File: src/rtl/mux_arbiter.sv
// Round-robin owner tracker for a shared mux-selected resource.
// A grant is held until the owner finishes or withdraws, or until the
// hold watchdog reclaims it. A release re-arbitrates on the same edge, so
// back-to-back owners see no idle cycle between grants.
//
// state | meaning
// IDLE  | no grant active, waiting for any request
// BUSY  | one requester owns the resource, hold counter running
module mux_arbiter #(
  parameter int N_REQ    = 2,
  parameter int MAX_HOLD = 16
) (
  input  logic                       i_clk,
  input  logic                       i_rst_n,
  input  logic [N_REQ-1:0]           i_req,
  input  logic                       i_done,
  output logic [N_REQ-1:0]           o_gnt,
  output logic [$clog2(N_REQ)-1:0]   o_sel,
  output logic                       o_busy,
  output logic                       o_timeout
);

  localparam int SW = $clog2(N_REQ);
  // A disabled watchdog still gets a 1-bit counter so the vector is legal.
  localparam int CW = (MAX_HOLD > 0) ? $clog2(MAX_HOLD + 1) : 1;
  localparam bit WD_EN = (MAX_HOLD != 0);
  localparam logic [CW-1:0] HOLD_LAST = CW'((MAX_HOLD > 0) ? MAX_HOLD - 1 : 0);
  localparam logic [CW-1:0] CNT_MAX   = '1;
  localparam logic [SW-1:0] PTR_RST   = SW'(N_REQ - 1);

  typedef enum logic [0:0] {IDLE = 1'b0, BUSY = 1'b1} state_t;

  state_t          state_q, state_d;
  logic [N_REQ-1:0] gnt_q, gnt_d;
  logic [SW-1:0]   sel_q, sel_d;
  logic [SW-1:0]   ptr_q, ptr_d;
  logic [CW-1:0]   cnt_q, cnt_d;
  logic            timeout_q, timeout_d;

  logic            any_req;
  logic            hi_found, lo_found;
  logic [SW-1:0]   hi_idx, lo_idx, win_idx;
  logic            owner_req;
  logic            release_own;
  logic            do_grant;

  // Winner search: first request above the last owner, else first from index 0.
  // Only indices below N_REQ are scanned, so unused encodings never win.
  always_comb begin
    hi_found = 1'b0;
    lo_found = 1'b0;
    hi_idx   = '0;
    lo_idx   = '0;
    for (int i = 0; i < N_REQ; i++) begin
      if (i_req[i]) begin
        if (i > int'(ptr_q)) begin
          if (!hi_found) begin
            hi_found = 1'b1;
            hi_idx   = SW'(i);
          end
        end else if (!lo_found) begin
          lo_found = 1'b1;
          lo_idx   = SW'(i);
        end
      end
    end
    win_idx = hi_found ? hi_idx : lo_idx;
    any_req = |i_req;
  end

  // Next-state: release priority is done, then withdrawal, then watchdog.
  always_comb begin
    state_d     = state_q;
    gnt_d       = gnt_q;
    sel_d       = sel_q;
    ptr_d       = ptr_q;
    cnt_d       = cnt_q;
    timeout_d   = 1'b0;
    release_own = 1'b0;
    do_grant    = 1'b0;
    owner_req   = |(i_req & gnt_q);

    case (state_q)
      IDLE: begin
        do_grant = any_req;
      end
      BUSY: begin
        if (i_done) begin
          release_own = 1'b1;
        end else if (!owner_req) begin
          release_own = 1'b1;
        end else if (WD_EN && (cnt_q == HOLD_LAST)) begin
          release_own = 1'b1;
          timeout_d   = 1'b1;
        end else if (cnt_q != CNT_MAX) begin
          cnt_d = cnt_q + CW'(1);
        end
        do_grant = release_own && any_req;
      end
      default: begin
        state_d = IDLE;
      end
    endcase

    if (do_grant) begin
      state_d = BUSY;
      gnt_d   = N_REQ'(1) << win_idx;
      sel_d   = win_idx;
      ptr_d   = win_idx;
      cnt_d   = '0;
    end else if (release_own) begin
      state_d = IDLE;
      gnt_d   = '0;
      cnt_d   = '0;
    end
  end

  // State and output registers; reset parks the pointer so requester 0 wins first.
  always_ff @(posedge i_clk or negedge i_rst_n) begin
    if (!i_rst_n) begin
      state_q   <= IDLE;
      gnt_q     <= '0;
      sel_q     <= '0;
      ptr_q     <= PTR_RST;
      cnt_q     <= '0;
      timeout_q <= 1'b0;
    end else begin
      state_q   <= state_d;
      gnt_q     <= gnt_d;
      sel_q     <= sel_d;
      ptr_q     <= ptr_d;
      cnt_q     <= cnt_d;
      timeout_q <= timeout_d;
    end
  end

  assign o_gnt     = gnt_q;
  assign o_sel     = sel_q;
  assign o_busy    = (state_q == BUSY);
  assign o_timeout = timeout_q;

endmodule

File: config.mk
export PLATFORM = sky130hd
export DESIGN_NAME = mux_arbiter
export DESIGN_NICKNAME = d
export VERILOG_FILES = /design/src/rtl/mux_arbiter.sv
export SDC_FILE = /design/constraint.sdc
export NUM_CORES = 1
export LEC_CHECK = 0
export BUFFER_PORTS_ARGS = -buffer_cell sky130_fd_sc_hd__buf_2
export CAP_MARGIN = 20
export CORE_UTILIZATION = 42
export CTS_BUF_LIST = sky130_fd_sc_hd__clkbuf_16
export CTS_CLUSTER_DIAMETER = 50
export DETAILED_ROUTE_END_ITERATION = 16
export GPL_ROUTABILITY_DRIVEN = 0
export GPL_TIMING_DRIVEN = 1
export PLACE_DENSITY = 0.61
export SYNTH_ARGS = -nofsm -noshare
export SYNTH_HDL_FRONTEND = slang
export SYNTH_SLANG_ARGS = --single-unit
File: constraint.sdc
create_clock -name i_clk -period 2.3 [get_ports i_clk]
set_clock_uncertainty 0.15 [all_clocks]
set_input_delay 0.46 -clock i_clk [delete_from_list [all_inputs] [get_ports i_clk]]
set_output_delay 0.46 -clock i_clk [all_outputs]
set_load 0.05 [all_outputs]
Word-level counts from Yosys, hierarchy flattened:

Index checks and enable logic that the tools add are counted.

* register bits after elaboration: 11
* output and inout port bits: 5

* add/subtract/negate cells: 1
* magnitude comparators: 1
* equal/unequal tests: 4
* shifts and indexed selects: 1
* muxes and demuxes: 27
* bitwise operators: 2
* reduce and logical (&&, ||, !) cells: 8

Operators by type and width (count)
* 2-to-1 mux 5 bit: 7
* 2-to-1 mux 1 bit: 17
* nonzero test 3 bit: 3
* adder 5 x 1 -> 5 bit (second input constant): 1
* == test 5 x 4 -> 1 bit (second input constant): 1
* inequality test 5 bit (second input constant): 1
* AND reduction 5 bit: 1
* 2-to-1 mux 2 bit: 2
* OR reduction 2 bit: 2
* inequality test 3 x 1 -> 1 bit (second input constant): 1
* inequality test 3 bit (second input constant): 1
* AND 2 bit: 1
* case mux 1 bit (2 select lines): 1
* nonzero test 2 bit: 1
* left shift 1 x 1 -> 2 bit (first input constant): 1
* > comparator 1 bit (first input constant): 1
* logical AND 1 bit: 1
* NOT 1 bit: 1

Logic depth before layout (Yosys ltp):

Gate-level depths: netlist of run 1.

* word-level depth: 9
* gate-level depth with buffers: 7
* mapped depth without buffers: 6

Worst setup path before layout of run 1:

OpenSTA, ideal clock, no wires.

* path kind: reg2reg
* start: register cnt_q[0]
* end: register gnt_q[0], in the netlist o_gnt[0]
* arrival time: 1891 ps
* required time: 2028 ps
* path slack: 137 ps
* stages on the path, launching flop included: 8
* path buffers: 1
* cell sequence: dfrtp_1 > ha_1 > and3_1 > ha_1 > or3b_1 > buf_2 > or2_4 > a32o_1

* cells in the longest elaborated chain, start to end: 8

RTL lines
* start: declaration: line 37 `logic [CW-1:0] cnt_q, cnt_d;`
* start signal: assignment: line 132 `cnt_q <= cnt_d;`
* == test 5 x 4 -> 1 bit (*): line 92 `end else if (WD_EN && (cnt_q == HOLD_LAST)) begin`
* 2-to-1 mux 1 bit (*): line 92
* 2-to-1 mux 1 bit (*): line 90 `end else if (!owner_req) begin`
* 2-to-1 mux 1 bit (*): line 88 `if (i_done) begin`
* 2-to-1 mux 1 bit (*): line 83 `case (state_q)`
* logical AND 1 bit: line 98 `do_grant = release_own && any_req;`
* case mux 1 bit (2 select lines): line 83
* 2-to-1 mux 2 bit or nonzero test 2 bit (tied branches)
* end signal: assignment: line 129 `gnt_q <= gnt_d;`
* end: declaration: line 34 `logic [N_REQ-1:0] gnt_q, gnt_d;`

Mark *: on every way between the ends. The rest lies on a longest branch, timed or not. The select of a mux whose other input is x is not followed.
A chain may end at the register's enable or synchronous reset.

Worst setup path after layout of run 1:

Same ends and word-level chain as after synthesis.

==> results of run 1 <==
==> per-layer routing <==
metal	track usage	wire, um	vias to the layer above
met5	0	0	-
met1	0.261	557	199
met2	0.317	557	14
li1	-	-	234
met4	0.0948	0	0
met3	0.0983	76	0
==> sequential cells by signal (all words and copies together), names as in the netlist <==
name and flops:
ptr_q 1, o_sel 1, o_busy 1, cnt_q 5, o_timeout 1, o_gnt 2
==> metrics by stage <==
stage / cell area (um^2) / utilization / setup slack (ns) / instances
4_1_cts: 722 / 0.609 / 0.0385 / 83
2_1_floorplan: 576 / - / 0.137 / 56
3_5_place_dp: 633 / 0.534 / 0.0552 / 78
5_1_grt: 727 / 0.613 / 0.00812 / 83
6_report: 727 / 0.613 / 0.102 / 83
3_3_place_gp: 633 / 0.534 / 0.0838 / 78
==> where the power goes <==
group	internal, mW	switching [mW]	total [mW]
combinational	0.0342	0.0765	0.111
sequential	0.215	0.0113	0.226
clock	0.228	0.0838	0.312
==> final cells by class <==
type / instances / area (um^2) / share of cell area
Clock buffer: 3 / 75.1 / 0.103
Clock inverter: 1 / 3.75 / 0.00516
Inverter: 2 / 7.51 / 0.0103
Multi-Input combinational cell: 42 / 292 / 0.401
Sequential cell: 11 / 277 / 0.380
Tap cell: 14 / 17.5 / 0.0241
Timing Repair Buffer: 10 / 55.1 / 0.0757
==> worst max path at each step <==
stage / end / from
3_3_place_gp: o_gnt[0] / cnt_q[0]
4_1_cts: o_gnt[0] / cnt_q[0]
6_report: o_gnt[0] / cnt_q[0]
2_1_floorplan: o_gnt[0] / cnt_q[0]
5_1_grt: o_gnt[0] / cnt_q[0]
3_5_place_dp: o_gnt[0] / cnt_q[0]
==> cell usage after synthesis (all sizes together) <==
| cell type | number | area, um^2 |
|---|---|---|
| dfrtp | 10 | 250 |
| nand2 | 6 | 22.5 |
| o21ai | 5 | 25.0 |
| ha | 3 | 37.5 |
| nor2b | 3 | 18.8 |
| o2bb2ai | 3 | 26.3 |
| o31ai | 3 | 22.5 |
| a22o | 2 | 17.5 |
| a22oi | 2 | 15.0 |
| inv | 2 | 7.51 |
| nor2 | 2 | 7.51 |
| nor3 | 2 | 10.0 |
| or2 | 2 | 15.0 |
| a21oi | 1 | 5.00 |
| a2bb2oi | 1 | 8.76 |
| a32o | 1 | 10.0 |
| and2 | 1 | 6.26 |
| and3 | 1 | 6.26 |
| and4b | 1 | 10.0 |
| buf | 1 | 5.00 |
| dfstp | 1 | 26.3 |
| nand2b | 1 | 6.26 |
| or3 | 1 | 7.51 |
| or3b | 1 | 8.76 |
==> worst register-to-register path, cell delays in order (launching register included) <==
cell	delay [ns]
dfrtp_1	0.40
ha_1	0.21
and3_1	0.19
ha_1	0.20
or3b_4	0.44
or2_4	0.26
a32o_1	0.22
==> cell families (layout without fill, tap and decap cells) <==
kind of cell,Yosys count,after routing
simple gates,21,21
buf+inv,3,16
fa+ha+maj,3,3
compound gates,18,18
flops,11,11
==> what timing repair did <==
action	4_1_cts	5_1_grt
setup endpoints to repair	0	9
gates resized for setup	0	2
hold endpoints to repair	10	0
hold buffers	1	0
==> summary.md, run 1 <==
| Metric | Value |
|---|---|
| Most common cell after layout, fill and taps aside | `dfrtp_1` |
| Adder-Cell Fraction of Synth Area | `0.0652` |
| Stages on the worst setup path | `6` |
| Max-slew violations | `0` |
| Hold Path Sink | `o_timeout` |
| CP top delay family | `simple AND/OR/NAND/NOR gates` |
| Drt pass-1 iters | `4` |
| Input/output buffers | `9` |
| Postcts setup bufs | `0` |
| Initial core utilization | `0.485` |
| Filler cell count | `about 100` |
| Syn. warnings | `0` |
| FF-to-FF End | `o_gnt[0]` |
| Die X | `between 30 and 40 um` |
| Setup CP Type | `register to register` |
| R2R depth | `6` |
| Vias/cell | `roughly 5.4` |
| Required @ worst endpoint | `between 2 and 2.5 ns` |
| Largest net degree at the start of global routing | `12` |
| Syn Inst Count | `between 50 and 60` |
| Final min period | `around 2.2 ns` |
| Crit start category | `register` |
| Synth Net Count | `64` |
| Maximum vdd drop | `~680 uV` |
| Core outline area | `0.00119 mm^2` |
| Synth cell types | `25` |
| Fin Setup TNS | `0 ns` |
| Post-synthesis mux area share | `0` |
| Worst hold margin | `about 0.25 ns` |
| Outcome | `finished clean` |
| Grt ovf | `0` |
| Endpoints failing hold | `0` |
| Total GRT Usage | `0.213` |
| Total CTS buffers | `3` |
| CP max stage delay | `~0.44 ns` |
| RSZ-0062 raised after global routing | `no` |
| Initial DRC count | `24` |
| Vias in the first global route | `around 470` |
| Worst Hold Class | `input pin to register` |
| # diodes | `0` |
| Root Buffer | `clkbuf_16` |
| Synth Area in Simple Gates | `0.207` |
| # clock sinks | `11` |
| Part of the Yosys area used for sequential elements | `0.480` |
| DP HPWL | `about 820 um` |
| Actual slew at the worst max-slew pin | `0.672 ns` |
| CTS tree | `yes` |
| Lkg Pwr | `about 0.34 nW` |
| Hold_sp | `i_done` |
| Hold Path Depth | `2` |
| CP endpoint kind | `register` |
| Reg clk slew, reported paths | `approximately 0.040 ns` |
| Drt wl/cell | `about 14 um` |
| Area of the mapped netlist | `about 580 um^2` |
| Worst-skew pair later-pin latency | `between 0.2 and 0.25 ns` |
| Syn avg cell area | `10.3 um^2` |
| DRC | `0` |
| Synth Register Bits | `11` |
| RR Startpoint | `cnt_q[0]` |
| H-tree levels | `1` |
| Fmax | `between 400 and 500 MHz` |
| Reg2reg setup slack | `0.10 ns` |
| XOR/XNOR Fraction of Synth Area | `0` |
| Share of layout cells above drive strength 1 | `0.261` |
| Clk buf depth | `2` |
| Slowest CP cell | `or3b_4` |
| Largest family of logic cells by synthesized area | `compound AO/OA/AOI/OAI gates` |
| Crit path top cell by count | `ha_1` |
| Net count, final | `about 80` |
| Buf/Inv on CP | `0` |
| Antenna violations before repair | `0` |
| Max-cap violations | `0` |
| Crit-path max FO | `7` |
| Site Rows | `12` |
| Most frequent cells in the layout | `dfrtp_1, buf_2, nand2_1, o21ai_0` |
| Slew HR | `0.552` |
| Via count | `447` |
| First-pass GRT wire length | `just over 2000 um` |
| Crit-path cells | `ha_1, and3_1, ha_1, or3b_4, or2_4, a32o_1` |
| Post-route clock period utilization | `0.956` |
| Synth Area in Compound Gates | `0.226` |
| Final wirelength | `approximately 1200 um` |
| Power per cell area | `just under 900 mW/mm^2` |
| Syn-to-layout area delta | `26.3%` |
| Ports | `10` |
| CP arrival | `about 2.2 ns` |
| Die H | `between 30 and 40 um` |
| Final setup viols | `0` |
| Die area | `approximately 0.0015 mm^2` |
| Total power | `0.648 mW` |
| DRT antenna net count | `0` |
(Power assumes the default switching activity.)
==> inputs of run 2 (changes only) <==
Settings changed: SETUP_SLACK_MARGIN set to 0.2.
==> summary.md, run 2 (synthesis gave the netlist of run 1 again) <==
| Metric | Value |
|---|---|
| DRC | `0 (unchanged)` |
| Fin Setup TNS | `0 ns (unchanged)` |
| Most frequent cells in the layout | `dfrtp_1, buf_2, nand2_1, o21ai_0` |
| Fmax | `476 MHz (+4.7%)` |
| Net count, final | `78 (unchanged)` |
| Post-route clock period utilization | `0.913 (-0.0431)` |
| Power per cell area | `873 mW/mm^2 (-2.2%)` |
| # diodes | `0 (unchanged)` |
| Site Rows | `12 (unchanged)` |
| Max-slew violations | `0 (unchanged)` |
| Die area | `0.00152 mm^2 (unchanged)` |
| CP endpoint kind | `register` |
| Antenna violations before repair | `0 (unchanged)` |
| Reg2reg setup slack | `0.20 ns (+0.10 ns)` |
| Multi-input gate area | `302 um^2 (+3.4%)` |
| Crit start category | `register` |
| Postcts setup bufs | `0 (unchanged)` |
| Final wirelength | `1090 um (-8.3%)` |
| Outcome | `finished clean` |
| DRT antenna net count | `0 (unchanged)` |
| Vias/cell | `5.55 (+3.1%)` |
| Hold Path Depth | `2 (unchanged)` |
| Final setup viols | `0 (unchanged)` |
| Maximum vdd drop | `694 uV (+2.6%)` |
| R2R depth | `6 (unchanged)` |
| Syn-to-layout area delta | `28.0%` |
| Ports | `10 (unchanged)` |
| Reg with most FFs | `cnt_q` |
| Max Used Layer | `met4` |
| CP max stage delay | `0.41 ns (-0.03 ns)` |
| First-pass GRT wire length | `1770 um (-15%)` |
| DP HPWL | `827 um (+0.74%)` |
| Endpoints failing hold | `0 (unchanged)` |
| Crit-path max FO | `7 (unchanged)` |
| FF-to-FF End | `o_gnt[0]` |
| Worst Hold Class | `input pin to register` |
| CTS tree | `yes` |
| Core outline area | `0.00119 mm^2 (unchanged)` |
| Slowest CP cell | `or3b_4` |
| DRT met1 WL | `507 um (-9.0%)` |
| Wire length on met3 | `62 um (-18%)` |
| Most common cell after layout, fill and taps aside | `dfrtp_1` |
| Worst hold margin | `0.247 ns (+0.00188 ns)` |
| Initial DRC count | `24 (unchanged)` |
| Metal2 WL | `509 um (-8.6%)` |
| Via count | `461 (+3.1%)` |
| CP arrival | `2.07 ns (-0.10 ns)` |
| Die X | `39.0 um (unchanged)` |
| Total CTS buffers | `3 (unchanged)` |
| Required @ worst endpoint | `2.27 ns (about the same)` |
| # clock sinks | `11 (unchanged)` |
| Slew HR | `0.595 (+0.0437)` |
| RR Startpoint | `cnt_q[0]` |
| Max-cap violations | `0 (unchanged)` |
| RSZ-0062 raised after global routing | `yes` |
| Grt ovf | `0 (unchanged)` |
| Reg clk slew, reported paths | `0.04 ns (about the same)` |
| Setup CP Type | `register to register` |
| Buf/Inv on CP | `0 (unchanged)` |
| Drt pass-1 iters | `4 (unchanged)` |
| Filler cell count | `103 (+2.0%)` |
| Vias in the first global route | `434 (-8.1%)` |
| Hold_sp | `i_done` |
| Post-Layout Inst Area | `737 um^2 (+1.4%)` |
| Final Core Density | `0.621 (+0.00844)` |
| Input/output buffers | `9 (unchanged)` |
| Placed Instance Area | `643 um^2 (+1.6%)` |
| Clk buf depth | `2 (unchanged)` |
| Root Buffer | `clkbuf_16` |
| Total GRT Usage | `0.185 (-0.0283)` |
| Die H | `39.0 um (unchanged)` |
| Hold Path Sink | `o_timeout` |
| Actual slew at the worst max-slew pin | `0.607 ns (-0.0655 ns)` |
| Final min period | `2.10 ns (-0.0991 ns)` |
| Largest net degree at the start of global routing | `12 (unchanged)` |
| Seq. cell area | `277 um^2 (unchanged)` |
| Number of flip-flops under the largest register name | `5 (unchanged)` |
| H-tree levels | `1 (unchanged)` |
| Stages on the worst setup path | `6 (unchanged)` |
| CP top delay family | `simple AND/OR/NAND/NOR gates` |
| Lkg Pwr | `0.339 nW (-1.8%)` |
| Worst-skew pair later-pin latency | `0.24 ns (about the same)` |
| Initial core utilization | `0.485 (unchanged)` |
| Share of layout cells above drive strength 1 | `0.304 (+0.0435)` |
| Drt wl/cell | `13.2 um (-8.3%)` |
| Crit-path cells | `ha_2, and3_4, ha_2, or3b_4, or2_4, a32o_1` |
| Crit path top cell by count | `ha_2` |
run 2: through the flow:
stage | setup WS [ns] | instances | total power [mW]
global route | 0.151 | 83 | 0.671
floorplan | 0.205 | 56 | 0.307
detailed placement | 0.152 | 78 | 0.335
CTS | 0.197 | 83 | 0.649
finish | 0.201 | 83 | 0.643
global placement | 0.164 | 78 | 0.335
run 2: report_power, final:
group	internal [mW]	switching, mW
registers	0.215	0.0119
logic	0.0343	0.0744
clock network	0.228	0.0802
run 2: layer usage:
metal / track usage / up-vias
li1: - / 235
met1: 0.205 / 211
met2: 0.288 / 13
met3: 0.104 / 2
met4: 0.0776 / 0
met5: 0 / -
run 2: how the worst max path moves through the flow:
stage,end,slack (ns),from
after floorplan,o_gnt[0],0.20,cnt_q[0]
after global placement,o_gnt[0],0.16,cnt_q[0]
after detailed placement,ptr_q,0.15,cnt_q[0]
after CTS,ptr_q,0.20,cnt_q[0]
after global routing,o_gnt[0],0.15,cnt_q[0]
final,o_gnt[0],0.20,cnt_q[0]
run 2: layout make-up:
type | count | area share
clock inverters | 1 | 0.00509
well taps | 14 | 0.0238
multi-input cells | 42 | 0.409
flip-flops and latches | 11 | 0.375
clock buffers | 3 | 0.102
inverters | 2 | 0.0102
repair buffers | 10 | 0.0747
run 2: what timing repair did:
action	4_1_cts	5_1_grt
gates resized for setup	1	1
endpoints found under the hold margin	10	0
cloned	0	0
setup endpoints to repair	3	3
hold buffers	1	0
